$ cat src/rtl/fetch_decode_unit.sv
// Instruction fetch and IF/ID decode stage: PC sequencing, branch redirect,
// load-use bubble insertion and main control decode for a MIPS-style pipeline.
module fetch_decode_unit #(
    parameter logic [31:0] RESET_PC = 32'h0000_0000
) (
    input  logic        clk,
    input  logic        rst,
    output logic [31:0] imem_addr,
    input  logic [31:0] imem_data,
    input  logic        imem_valid,
    input  logic        Branch,
    input  logic [31:0] branch_target,
    output logic [31:0] instr,
    output logic [4:0]  read0,
    output logic [4:0]  read1,
    output logic [1:0]  WBID,
    output logic [2:0]  MEID,
    output logic [3:0]  EXID,
    output logic        stall
);

    typedef enum logic [1:0] {
        RUN      = 2'd0,
        HAZARD   = 2'd1,
        REDIRECT = 2'd2
    } state_t;

    localparam logic [31:0] NOP = 32'h0000_0000;

    state_t      state, state_nx;
    logic [31:0] pc;
    logic [31:0] ifid;
    logic [4:0]  loaded_rt;
    logic        loaded_vld;

    logic [5:0]  opcode;
    logic [1:0]  wb_dec;
    logic [2:0]  me_dec;
    logic [3:0]  ex_dec;
    logic        uses_rt;
    logic        hazard;

    assign opcode    = ifid[31:26];
    assign imem_addr = pc;
    assign instr     = ifid;
    assign read0     = ifid[25:21];
    assign read1     = ifid[20:16];

    // NOTE: every output of a combinational block gets a default first, so no path can infer a latch.
    always_comb begin
        wb_dec  = 2'b00;
        me_dec  = 3'b000;
        ex_dec  = 4'b0000;
        uses_rt = 1'b0;
        case (opcode)
            6'h00: begin wb_dec = 2'b11; ex_dec = 4'b0100; uses_rt = 1'b1; end
            6'h23: begin wb_dec = 2'b10; me_dec = 3'b010; ex_dec = 4'b1001; end
            6'h2B: begin me_dec = 3'b001; ex_dec = 4'b1001; uses_rt = 1'b1; end
            6'h04: begin me_dec = 3'b100; ex_dec = 4'b0010; uses_rt = 1'b1; end
            6'h08: begin wb_dec = 2'b11; ex_dec = 4'b1001; end
            default: ;
        endcase
        // The all-zero word is the pipeline NOP: R-type with the register write suppressed.
        if (ifid == NOP) wb_dec = 2'b00;
    end

    // Only RUN can see a live hazard; HAZARD and REDIRECT follow a cycle whose controls were killed.
    always_comb begin
        hazard = (state == RUN) && loaded_vld && (loaded_rt != 5'd0) &&
                 ((read0 == loaded_rt) || (uses_rt && (read1 == loaded_rt)));
    end

    always_comb begin
        state_nx = RUN;
        stall    = 1'b0;
        WBID     = wb_dec;
        MEID     = me_dec;
        EXID     = ex_dec;
        if (rst) begin
            WBID = 2'b00;
            MEID = 3'b000;
            EXID = 4'b0000;
        end else if (Branch) begin
            state_nx = REDIRECT;
            WBID     = 2'b00;
            MEID     = 3'b000;
            EXID     = 4'b0000;
        end else if (hazard) begin
            state_nx = HAZARD;
            stall    = 1'b1;
            WBID     = 2'b00;
            MEID     = 3'b000;
            EXID     = 4'b0000;
        end
    end

    // NOTE: sequential state uses non-blocking assignments so all registers update from pre-edge values.
    always_ff @(posedge clk or posedge rst) begin
        if (rst) state <= RUN;
        else     state <= state_nx;
    end

    always_ff @(posedge clk or posedge rst) begin
        if (rst) begin
            pc         <= RESET_PC;
            ifid       <= NOP;
            loaded_rt  <= 5'd0;
            loaded_vld <= 1'b0;
        end else begin
            // Killed controls (branch flush or bubble) clear the load tracker naturally.
            loaded_vld <= MEID[1];
            loaded_rt  <= read1;
            if (Branch) begin
                pc   <= {branch_target[31:2], 2'b00};
                ifid <= NOP;
            end else if (!stall) begin
                if (imem_valid) begin
                    pc   <= pc + 32'd4;
                    ifid <= imem_data;
                end else begin
                    ifid <= NOP;
                end
            end
        end
    end

endmodule

$ cat config.mk
export PLATFORM = sky130hd
export DESIGN_NAME = fetch_decode_unit
export DESIGN_NICKNAME = d
export VERILOG_FILES = /design/src/rtl/fetch_decode_unit.sv
export SDC_FILE = /design/constraint.sdc
export NUM_CORES = 1
export LEC_CHECK = 0
export CAP_MARGIN = 5
export CORE_UTILIZATION = 48
export CTS_CLUSTER_SIZE = 12
export DETAILED_ROUTE_END_ITERATION = 16
export GPL_TIMING_DRIVEN = 0
export HOLD_SLACK_MARGIN = 0.15
export PLACE_DENSITY = 0.87
export SYNTH_ARGS = -nofsm -noshare
export SYNTH_HDL_FRONTEND = slang
export SYNTH_SLANG_ARGS = --single-unit
$ cat constraint.sdc
create_clock -name clk -period 4.3 [get_ports clk]
set_input_delay 0.86 -clock clk [delete_from_list [all_inputs] [get_ports clk]]
set_output_delay 0.86 -clock clk [all_outputs]
set_load 0.05 [all_outputs]
Word-level counts from Yosys, hierarchy flattened
Index checks and enable logic that the tools add are counted.

storage, ports and cells
  bits in registers = 72
  bits of input ports = 68
  output and inout bits = 84
  logic and storage cells = 53

cells by class
  add/subtract/negate cells = 1
  eq/ne operators = 7
  muxes and demuxes = 26
  reductions and logical operators = 14

operators by type and width
  cell                                                             count
  32-bit two-way mux                                               6
  32-bit by 3-bit adder with 32-bit output, second input constant  1
  32-bit logical NOT                                               1
  6-bit == test, second input constant                             2
  2-bit two-way mux                                                6
  4-bit two-way mux                                                3
  4-bit one-hot mux with 3 select lines                            1
  5-bit == test                                                    2
  3-bit two-way mux                                                3
  3-bit one-hot mux with 3 select lines                            1
  6-bit by 3-bit == test with 1-bit output, second input constant  1
  6-bit by 4-bit == test with 1-bit output, second input constant  1
  6-bit logical NOT                                                1
  3-bit OR reduction                                               2
  1-bit two-way mux                                                5
  5-bit nonzero test                                               1
  1-bit logical AND                                                4
  2-bit one-hot mux with 2 select lines                            1
  2-bit logical NOT                                                1
  2-bit != test, second input constant                             1
  2-bit AND reduction                                              1
  2-bit nonzero test                                               1
  2-bit OR reduction                                               1
  1-bit logical OR                                                 1

Depth between registers and ports, before layout
  depth after elaboration = 11
  gate-level depth with buffers = 11
  gate-level depth less buffers = 8

Worst setup path before layout
Ideal clock, no wire load.

  path kind = reg2out
  start point = reg ifid[29], in the netlist instr[29]
  end point = out EXID[1]
  data arrival time = 3.153 ns
  slack = 0.287 ns
  stages on the path, launching flop included = 6
  path buffers = 0
  cell sequence = dfrtp_1 nor3b_1 o211ai_1 a21oi_2 or2_2 nor4b_1

on the way
  longest elaborated chain between the ends = 9
  elaborated cells between the ends (all ways) = 15
  classes of those cells = 4 x eq/ne; 5 x mux; 6 x reduce/logical

RTL lines
  element                                                                 RTL line  RTL
  start: declaration                                                      32        logic [31:0] ifid;
  start signal: assignment                                                119       ifid <= imem_data;
  6-bit by 3-bit == test with 1-bit output, or another cell as far along  55        case (opcode)
  3-bit OR reduction (no source line)                                     n/a
  1-bit two-way mux                                                       55
  1-bit logical AND                                                       70        ((read0 == loaded_rt) || (uses_rt && (read1 == loaded_rt)));
  1-bit logical OR                                                        70
  1-bit logical AND                                                       69        hazard = (state == RUN) && loaded_vld && (loaded_rt != 5'd0) &&
  4-bit two-way mux (*)                                                   88        end else if (hazard) begin
  4-bit two-way mux (*)                                                   83        end else if (Branch) begin
  4-bit two-way mux (*)                                                   79        if (rst) begin
  end: declaration                                                        18        output logic [3:0] EXID,

Mark *: on every way between the ends. The rest lies on a longest branch, timed or not.

Final worst setup path
  start point = in rst
  end point = out MEID[1]

on the way
  longest elaborated chain between the ends = 1

RTL lines
  element             RTL line  RTL
  start: declaration  7         input logic rst,
  3-bit two-way mux   79
  end: declaration    17        output logic [2:0] MEID,

Every way passes these cells.

==> results.sh <==
export IMPL_outcome="completed"
export IMPL_final_util=0.736
export IMPL_async_flop_share=1.00
export IMPL_worst_ir_drop_vdd_v=0.000164
export IMPL_path_clk_slew_ps=70
export IMPL_hold_class="flop to flop"
export IMPL_vias=4242
export IMPL_grt_setup_unrepaired="false"
export IMPL_nets=676
export IMPL_grt_max_degree=75
export IMPL_synth_ff_type="dfrtp_1"
export IMPL_synth_top_area_share=0.451
export IMPL_rows=32
export IMPL_grt_usage=0.306
export IMPL_fmaxAchievable_mhz=236
export IMPL_hold_viol=0
export IMPL_gp_congestion=0.889
export IMPL_fp_coreArea_sq_mm=0.00777
export IMPL_required_ps=3440
export IMPL_clock_latency_ps=350
export IMPL_fp_dieW_um=91.9
export IMPL_dp_cells=698
export IMPL_n_antenna_cell=0
export IMPL_start_kind="input pin"
export IMPL_synth_area_sq_mm=0.00388
export IMPL_wirelength_um=12900
export IMPL_slew_headroom=0.405
export IMPL_final_fill_count=594
export IMPL_drtIter0Drc=357
export IMPL_root_buffer="clkbuf_8"
export IMPL_avgRoutedWirePerCell_um=18.1
export IMPL_start_util=0.500
export IMPL_end_kind="output pin"
export IMPL_power_density_mw_per_mm2=326
export IMPL_fin_crit_ps=4240
export IMPL_antenna_found_initial=0
export IMPL_syn_avg_cell_area_sq_um=8.66
export IMPL_clock_skew_ps=12.8
export IMPL_worst_pin_slew_ps=893
export IMPL_die_area_sq_mm=0.00845
export IMPL_dpl_cell_area_sq_mm=0.00549
export IMPL_yosys_warnings=0
export IMPL_clock_sinks=70
export IMPL_cp_max_fo=4
export IMPL_grt_ovfl_total=0
export IMPL_clk_path_buf_depth=2
export IMPL_dp_hpwl_um=9190
export IMPL_cts_tree="yes"
export IMPL_critPathKind="input pin to output pin"
export IMPL_synth_edf_count=0
export IMPL_area_growth_syn_to_layout_pct=47.4
export IMPL_final_area_sq_mm=0.00572
export IMPL_yosysUniqueCellTypes=58
export IMPL_cts_made_buffers=9
export IMPL_arrival_ps=3380
export IMPL_drive_above_1_share=0.0817
export IMPL_die_height_um=91.9
export IMPL_io_buffers=147
export IMPL_setup_violations=0
export IMPL_maxCapViolations=0
export IMPL_vias_per_cell=5.94
export IMPL_synth_seq_area_share=0.451
export IMPL_num_io_pins=152
export IMPL_grt_pass1_wl_um=20300
export IMPL_syn_inst=448
export IMPL_period_share=0.986
export IMPL_synth_area_leader_cell="dfrtp_1"
export IMPL_grt_pass1_vias=3954
export IMPL_first_pass_iters=5
export IMPL_drv_slew=0
export IMPL_power_leakage_uw=0.00240
export IMPL_drc=0
export IMPL_fin_cells=714
export IMPL_ctsHtreeMaxLevel=3
export IMPL_postRouteAntennaNets=0
export IMPL_yosys_top_cells_area="dfrtp_1 45%, nand2_1 8.3%, o21ai_0 5.8%"
export IMPL_setup_tns_ps=0
export IMPL_ys_seq_elements=70
==> path summary, 6_finish.rpt <==
path,startpoint,slack (ps),depth (start not counted),to
max,rst,60,5,MEID[1]
min,instr[13],520,2,instr[13]
max reg2reg,instr[19],1690,10,imem_addr[7]
min reg2reg,instr[13],520,2,instr[13]
max in group asynchronous,rst,2600,2,imem_addr[9]
min in group asynchronous,rst,1120,2,imem_addr[25]
==> Yosys cell counts, types with 6 or more instances <==
cell       count
a21oi_1       23
clkbuf_1      15
and2_1         6
nor4_1        13
nor3_1        10
xor2_1         8
nor2_1        27
inv_1          6
nand4_1        8
buf_4         16
dfrtp_1       70
o21ai_0       45
nand2_1       86
a2bb2oi_1     14
nand3_1       19
==> layout by cell type (no fill, tap or decap), types with 5 or more instances in the layout <==
cell type        netlist  layout
o21ai_0               45      45
nand3_1               19      19
nand4_1                8       8
nand2_1               86      86
clkbuf_8               0       9
inv_1                  6       5
clkbuf_1              15      15
buf_4                 16      16
nor2_1                27      27
nor3_1                10      10
and2_1                 6       6
clkdlybuf4s50_1        0     142
buf_2                  5       5
a21oi_1               23      23
xor2_1                 8       8
o22a_1                 5       5
a2bb2oi_1             14      14
nor4_1                13      13
and4_1                 5       5
dfrtp_1               70      70
==> kinds of logic (layout without fill, tap and decap cells) <==
group                    after synthesis  after routing  share of synthesized area
AND/OR/NAND/NOR                      198            198                      0.253
AO/OA/AOI/OAI                        116            116                      0.190
flip-flops                            70             70                      0.451
buffers and inverters                 48            211                     0.0687
XOR/XNOR                              10             10                     0.0226
multiplexers                           4              4                     0.0103
adder cells (fa/ha/maj)                1              1                    0.00322
other                                  1              2                   0.000966
==> layout make-up <==
class | instances | area [sq um] | share of cell area
Buffer | 40 | 236 | 0.0413
Timing Repair Buffer | 147 | 1480 | 0.258
Multi-Input combinational cell | 331 | 1870 | 0.328
Inverter | 8 | 32.5 | 0.00569
Clock buffer | 9 | 124 | 0.0217
Tap cell | 102 | 128 | 0.0223
Clock inverter | 7 | 96.3 | 0.0168
Sequential cell | 70 | 1750 | 0.306
==> state kept, by name, indices dropped and copies added (netlist names) <==
signal      cells
instr          32
imem_addr      30
loaded_rt       5
state           2
loaded_vld      1
==> stage by stage <==
stage	hold slack [ps]	worst slack [ps]	power [uW]
4_1_cts	514	25.2	1860
2_1_floorplan	696	287	1060
3_3_place_gp	487	3.61	1260
6_report	516	58.8	1870
3_5_place_dp	496	-45.9	1270
5_1_grt	544	14.1	1930
==> routing by layer <==
metal / GRT usage / vias to the layer above / routed length, um
met2: 0.489 / 256 / 6270
met5: 0 / - / 0
met4: 0.121 / 0 / 289
li1: - / 1916 / -
met1: 0.421 / 2046 / 5290
met3: 0.0406 / 24 / 1080
==> worst max-delay path: stages <==
cell	delay (ps)
clkdlybuf4s50_1	490
nor2_1	330
or4b_2	690
nor2_1	170
clkdlybuf4s50_1	840
==> repair_timing <==
action                                  in CTS  in global routing
gates cloned                                 0                  0
buffers inserted                             0                  0
gates resized for setup                      3                  3
pin swaps                                    0                  0
endpoints found under the setup margin       2                  3
hold buffers                                 0                  0
==> power by group <==
| group | internal [uW] | leakage, uW | total [uW] | switching (uW) |
|---|---|---|---|---|
| Combinational | 198 | 0.00141 | 503 | 304 |
| Sequential | 701 | 0.000874 | 762 | 61.4 |
| Clock | 329 | 0.000114 | 601 | 272 |
| Total | 1230 | 0.00240 | 1870 | 638 |
(Power assumes the default switching activity.)
==> RTL change 1, RTL diff (config.mk and constraints unchanged) <==
The 3 states of `state_t` get a one-hot encoding in 3 bits.
--- a/src/rtl/fetch_decode_unit.sv
+++ b/src/rtl/fetch_decode_unit.sv
@@ -20,8 +20,8 @@
 );
 
-    typedef enum logic [1:0] {
-        RUN      = 2'd0,
-        HAZARD   = 2'd1,
-        REDIRECT = 2'd2
+    typedef enum logic [2:0] {
+        RUN      = 3'b001,
+        HAZARD   = 3'b010,
+        REDIRECT = 3'b100
     } state_t;
 
Formal check against the unedited RTL: no difference found for any inputs over 10 cycles, from zero or initial values and one cycle with rst high; not proved beyond that.
==> RTL change 1 against the unedited design <==
- routed wire length fell by 7.4%
- highest routed layer unchanged
- clock skew fell by 0.0038 ns
- clock power down 23%
- critical endpoint is now EXID[3]
- sequential cell count increased by 1
- critical path type is now reg2out
- area after synthesis up 0.39%
- maximum frequency rose by 3.4%
- design area down 1.1%
- die area up 0.38%
- power down 7.7%
- worst setup slack better by 0.14 ns
==> RTL change 1: results (changes against the unedited design) <==
stage	metric	value	unit	change
place	Final HPWL DP	8830	um	was 9190 um
critical_path	Worst path max stage delay	0.69	ns	was 0.84 ns
drt	Vias	4112		was 4242
sta	worst-margin pin slew	0.884	ns	was 0.893 ns
critical_path	worst r2r path cells	8		was 10
critical_path	reg2reg setup slack	1.57	ns	was 1.69 ns
place	GP Congestion	0.881		was 0.889
place	Inst Count DP	697		was 698
critical_path	crit path capture	EXID[3]		was MEID[1]
clocking	Max clock buf depth	2		unchanged
drt	WL met3	1040	um	was 1080 um
critical_path	RR Startpoint	state[0]$_DFF_PP1_		was instr[19]$_DFFE_PP0P_
global_route	first-pass GRT wire length	19100	um	was 20300 um
global_route	largest net degree at the start of global routing	74		was 75
critical_path	critical path arrival	3.24	ns	was 3.38 ns
global_route	GRT met2 Usage	47.1	%	was 48.9%
global_route	GR Util met3	6.05	%	was 4.06%
synth	sequential area share after synthesis	45.6	%	was 45.1%
clocking	Root Buffer	clkbuf_8		unchanged
drt	DR vias/cell	5.78		was 5.94
synth	Distinct cells, synth	54		was 58
drt	Met2 Routed Length	5820	um	was 6270 um
synth	Async SR Flop Fraction	100	%	unchanged
critical_path	end of the worst register-to-register path	instr[23]$_DFFE_PP0P_		was imem_addr[7]$_DFFE_PP0P_
synth	Commonest cells post-synth	nand2_1 (86), dfrtp_1 (70), o21ai_0 (40)		was nand2_1 (86), dfrtp_1 (70), o21ai_0 (45)
drt	M1 wire length	4850	um	was 5290 um
place	Port Buffers	145		was 147
run_status	status	finished clean		unchanged
final_layout	layout cell share with drive strength beyond 1	8.21	%	was 8.17%
drt	initial drt markers	311		was 357
global_route	GR Layer Usage met1	36.1	%	was 42.1%
drt	WL final	12000	um	was 12900 um
critical_path	Crit. Startpoint	instr[26]$_DFFE_PP0P_		was rst
critical_path	critical path peak fanout	8		was 4
clocking	Num CTS Buffers	9		unchanged
final_layout	Post-layout nets	674		was 676
synth	Post-Syn Area per Cell	8.68	sq um	was 8.66 sq um
pwr	leakage power	2.32	nW	was 2.40 nW
final_layout	Filler cells	584		was 594
-- RTL change 1: cell count changes after synthesis, sizes merged, moves of 4 or more --
| cell | before | now |
|---|---|---|
| a21oi | 24 | 4 |
| or4 | 3 | 8 |
| o32a | 4 | 0 |
| nand3 | 19 | 26 |
| a2bb2oi | 14 | 0 |
| o31ai | 0 | 4 |
| a31oi | 4 | 14 |
| o22a | 5 | 0 |
| or3 | 0 | 10 |
| xor2 | 8 | 12 |
-- RTL change 1: area by class of cell --
type                    instances  area share, %
clock inverters                 3          0.354
flip-flops and latches         71           31.4
clock buffers                  12           2.57
multi-input cells             333           33.5
repair buffers                145           25.6
plain buffers                  37           3.63
well taps                     102           2.26
inverters                       8          0.575
-- RTL change 1: repair_timing --
item | CTS | global route
setup endpoints to repair | 1 | 7
resized for setup | 1 | 2
endpoints found under the hold margin | 0 | 0
buffers inserted | 0 | 0
-- RTL change 1: how the worst min path moves through the flow --
| stage | from | to |
|---|---|---|
| finish | instr[1]$_DFFE_PP0P_ | instr[1]$_DFFE_PP0P_ |
| detailed placement | instr[1]$_DFFE_PP0P_ | instr[1]$_DFFE_PP0P_ |
| global route | instr[2]$_DFFE_PP0P_ | instr[2]$_DFFE_PP0P_ |
| CTS | instr[1]$_DFFE_PP0P_ | instr[1]$_DFFE_PP0P_ |
| global placement | instr[11]$_DFFE_PP0P_ | instr[11]$_DFFE_PP0P_ |
| floorplan | state[1]$_DFF_PP0_ | state[0]$_DFF_PP1_ |
-- RTL change 1: stage by stage --
step | area [sq um] | hold WS, ns | setup TNS (ns) | setup WS, ns | util (%)
global route | 5650 | 0.549 | 0 | 0.00972 | 72.4
detailed placement | 5480 | 0.498 | 0 | 0.297 | 70.2
CTS | 5650 | 0.513 | 0 | 0.115 | 72.3
finish | 5650 | 0.510 | 0 | 0.198 | 72.4
floorplan | 3900 | 0.657 | 0 | 0.584 | -
global placement | 5480 | 0.487 | -9.06 | -0.591 | 70.2
-- RTL change 1: logic make-up after synthesis --
family / share of synthesized area, %
AND/OR/NAND/NOR: 29.9
multiplexers: 1.28
adder cells (fa/ha/maj): 0.321
XOR/XNOR: 2.70
AO/OA/AOI/OAI: 14.0
buffers and inverters: 6.13
other: 0.0962
flip-flops: 45.6
-- RTL change 1: tightest hold or removal path, delay by kind of cell (launching register included) --
family / cells / cell delay, ns
AND/OR/NAND/NOR: 1 / 0.05
flip-flops: 1 / 0.36
AO/OA/AOI/OAI: 1 / 0.06
-- RTL change 1: where the power goes --
group / total, W / internal (W) / leakage [nW] / switching [W]
Combinational: 0.000489 / 0.000189 / 1.35 / 0.000301
Clock: 0.000463 / 0.000221 / 0.0785 / 0.000241
Sequential: 0.000771 / 0.000710 / 0.893 / 0.0000603
==> RTL change 2, RTL diff (same flow settings) <==
Made on the original files. Make the reset (`rst`) synchronous in 2 clocked blocks.
--- a/src/rtl/fetch_decode_unit.sv
+++ b/src/rtl/fetch_decode_unit.sv
@@ -96,10 +96,10 @@
 
     // NOTE: sequential state uses non-blocking assignments so all registers update from pre-edge values.
-    always_ff @(posedge clk or posedge rst) begin
+    always_ff @(posedge clk) begin
         if (rst) state <= RUN;
         else     state <= state_nx;
     end
 
-    always_ff @(posedge clk or posedge rst) begin
+    always_ff @(posedge clk) begin
         if (rst) begin
             pc         <= RESET_PC;
Formal check against the unedited RTL: differs if rst is asserted again (counterexample within 4 cycles, from zero or initial values and one cycle with rst high); with rst held inactive, the same outputs for 4 cycles.
==> RTL change 2 against the unedited design <==
- power decreased by 11%
- count of clock-buffer cells in the layout grew 1
- design area fell by 4.1%
- via count down 1.7%
- sequential cell count is the same
- sequential share of layout area shrank 5.1 points
- sequential power is 7.1% lower
- synthesized cell count is 5.8% lower
- clock skew is 0.0039 ns lower
- global-route usage rose by 2.4 points
- worst setup slack improved by 0.23 ns
- combinational power shrank 29%
- area after synthesis is 5.6% lower
- routed wire length increased by 0.57%
==> RTL change 2: results (changes against the unedited design) <==
stage	metric	value	unit	change
synth	adder-cell share of the synthesized area	0.342	%	was 0.322%
critical_path	worst r2r path cells	7		was 10
critical_path	critical path arrival	3.15	ns	was 3.38 ns
place	GP Congestion	0.970		was 0.889
synth	post-synthesis compound-gate area fraction	26.4	%	was 19.0%
synth	sequential area share after synthesis	38.3	%	was 45.1%
place	Final HPWL DP	9550	um	was 9190 um
synth	Post-Syn Instances	422		was 448
synth	mux contribution to synthesized area	0.683	%	was 1.03%
synth	largest family of logic cells by synthesized area	compound AO/OA/AOI/OAI gates		was simple AND/OR/NAND/NOR gates
pwr	Max VDD drop	0.000157	V	was 0.000164 V
place	Port Buffers	146		was 147
drt	routed len/inst	19.0	um	was 18.1 um
critical_path	critical path peak fanout	10		was 4
place	Inst Count DP	668		was 698
clocking	PostCTS Resize Cnt	0		was 3
final_layout	layout cell share with drive strength beyond 1	9.06	%	was 8.17%
sta	worst-margin pin slew	0.749	ns	was 0.893 ns
drt	WL final	13000	um	was 12900 um
critical_path	RR Startpoint	imem_addr[10]$_SDFFE_PP0P_		was instr[19]$_DFFE_PP0P_
sta	Fin Clk Skew	0.00895	ns	was 0.0128 ns
global_route	GR Util met3	9.70	%	was 4.06%
pwr	leakage power	1.99	nW	was 2.40 nW
synth	Async SR Flop Fraction	0	%	was 100%
global_route	GR Layer Usage met1	39.5	%	was 42.1%
global_route	vias in the first global route	4095		was 3954
pwr	Internal	0.00116	W	was 0.00123 W
global_route	global-route usage over all layers	33.0	%	was 30.6%
global_route	GRT met2 Usage	54.6	%	was 48.9%
synth	top post-synthesis cells by area	dfxtp_1 (38%), a22o_1 (6.9%), nand2_1 (3.8%), nand3_1 (3.6%), buf_4 (3.3%)		was dfrtp_1 (45%), nand2_1 (8.3%), o21ai_0 (5.8%), a2bb2oi_1 (3.2%), buf_4 (3.1%)
global_route	largest net degree at the start of global routing	14		was 75
run_status	status	finished clean		unchanged
synth	Commonest cells post-synth	dfxtp_1 (70), nand2_1 (37), a22o_1 (29)		was nand2_1 (86), dfrtp_1 (70), o21ai_0 (45)
global_route	first-pass GRT wire length	20100	um	was 20300 um
synth	xor/xnor cell area share of the yosys netlist	2.39	%	was 2.26%
final_layout	Filler cells	544		was 594
drt	Pre-antenna DRT Iters	5		unchanged
critical_path	crit path capture	MEID[2]		was MEID[1]
drt	initial drt markers	250		was 357
critical_path	reg2reg setup slack	1.95	ns	was 1.69 ns
synth	Distinct cells, synth	62		was 58
critical_path	Crit. Startpoint	loaded_rt[1]$_SDFF_PP0_		was rst
-- RTL change 2: worst max-delay path: stages, from the launching register on --
cell	delay [ns]
dfxtp_1	0.35
or4_1	0.54
nor2_1	0.16
nor2b_1	0.12
o21ai_2	0.20
nand3_1	0.27
nor4b_1	0.32
clkdlybuf4s50_1	0.85
-- RTL change 2: cells by family after synthesis --
kind of cell               Yosys count
other                                1
xor gates and xnor gates            10
buffers and inverters               47
DFF                                 70
muxes                                2
and+or+nand+nor                    161
adders and majority gates            1
AOI/OAI and AO/OA                  130
-- RTL change 2: per-layer routing --
metal / vias to the layer above / part of all wire [%] / wire length, um
li1: 1922 / - / -
met1: 1945 / 39 / 5040
met2: 263 / 47 / 6160
met3: 41 / 11 / 1410
met4: 0 / 3.0 / 388
met5: - / 0 / 0
-- RTL change 2: through the flow --
stage          setup slack, ns  total power, W  hold slack [ns]  utilization [%]  instance area (sq um)
6_report                 0.290         0.00167            0.495             74.8                   5490
5_1_grt                  0.172         0.00172            0.524             74.8                   5490
4_1_cts               0.000586         0.00166            0.491             74.7                   5470
3_5_place_dp            0.0344         0.00107            0.481             71.7                   5250
3_3_place_gp            0.0849         0.00107            0.462             71.7                   5250
2_1_floorplan            0.162        0.000922            0.611                -                   3670
-- RTL change 2: cell type report --
| cell class | count | share of cell area, % |
|---|---|---|
| multi-input cells | 306 | 36.7 |
| plain buffers | 38 | 4.20 |
| clock buffers | 10 | 2.33 |
| inverters | 9 | 0.616 |
| flip-flops and latches | 70 | 25.5 |
| repair buffers | 146 | 26.7 |
| well taps | 99 | 2.26 |
| clock inverters | 6 | 1.71 |
-- RTL change 2: power groups by stage --
stage | Clock [W] | Combinational [W] | Sequential, W
floorplan | 0 | 0.000126 | 0.000795
global placement | 0 | 0.000350 | 0.000720
detailed placement | 0 | 0.000354 | 0.000721
CTS | 0.000600 | 0.000356 | 0.000706
global route | 0.000633 | 0.000377 | 0.000711
finish | 0.000603 | 0.000358 | 0.000708
-- RTL change 2: worst min path at each step --
stage / cells past startpoint / slack, ns / to / startpoint
CTS: 2 / 0.49 / instr[14]$_SDFFE_PP0N_ / instr[14]$_SDFFE_PP0N_
floorplan: 5 / 0.61 / state[0]$_SDFF_PP0_ / state[0]$_SDFF_PP0_
finish: 2 / 0.50 / instr[14]$_SDFFE_PP0N_ / instr[14]$_SDFFE_PP0N_
detailed placement: 2 / 0.48 / instr[14]$_SDFFE_PP0N_ / instr[14]$_SDFFE_PP0N_
global route: 2 / 0.52 / instr[14]$_SDFFE_PP0N_ / instr[14]$_SDFFE_PP0N_
global placement: 2 / 0.46 / instr[14]$_SDFFE_PP0N_ / instr[14]$_SDFFE_PP0N_
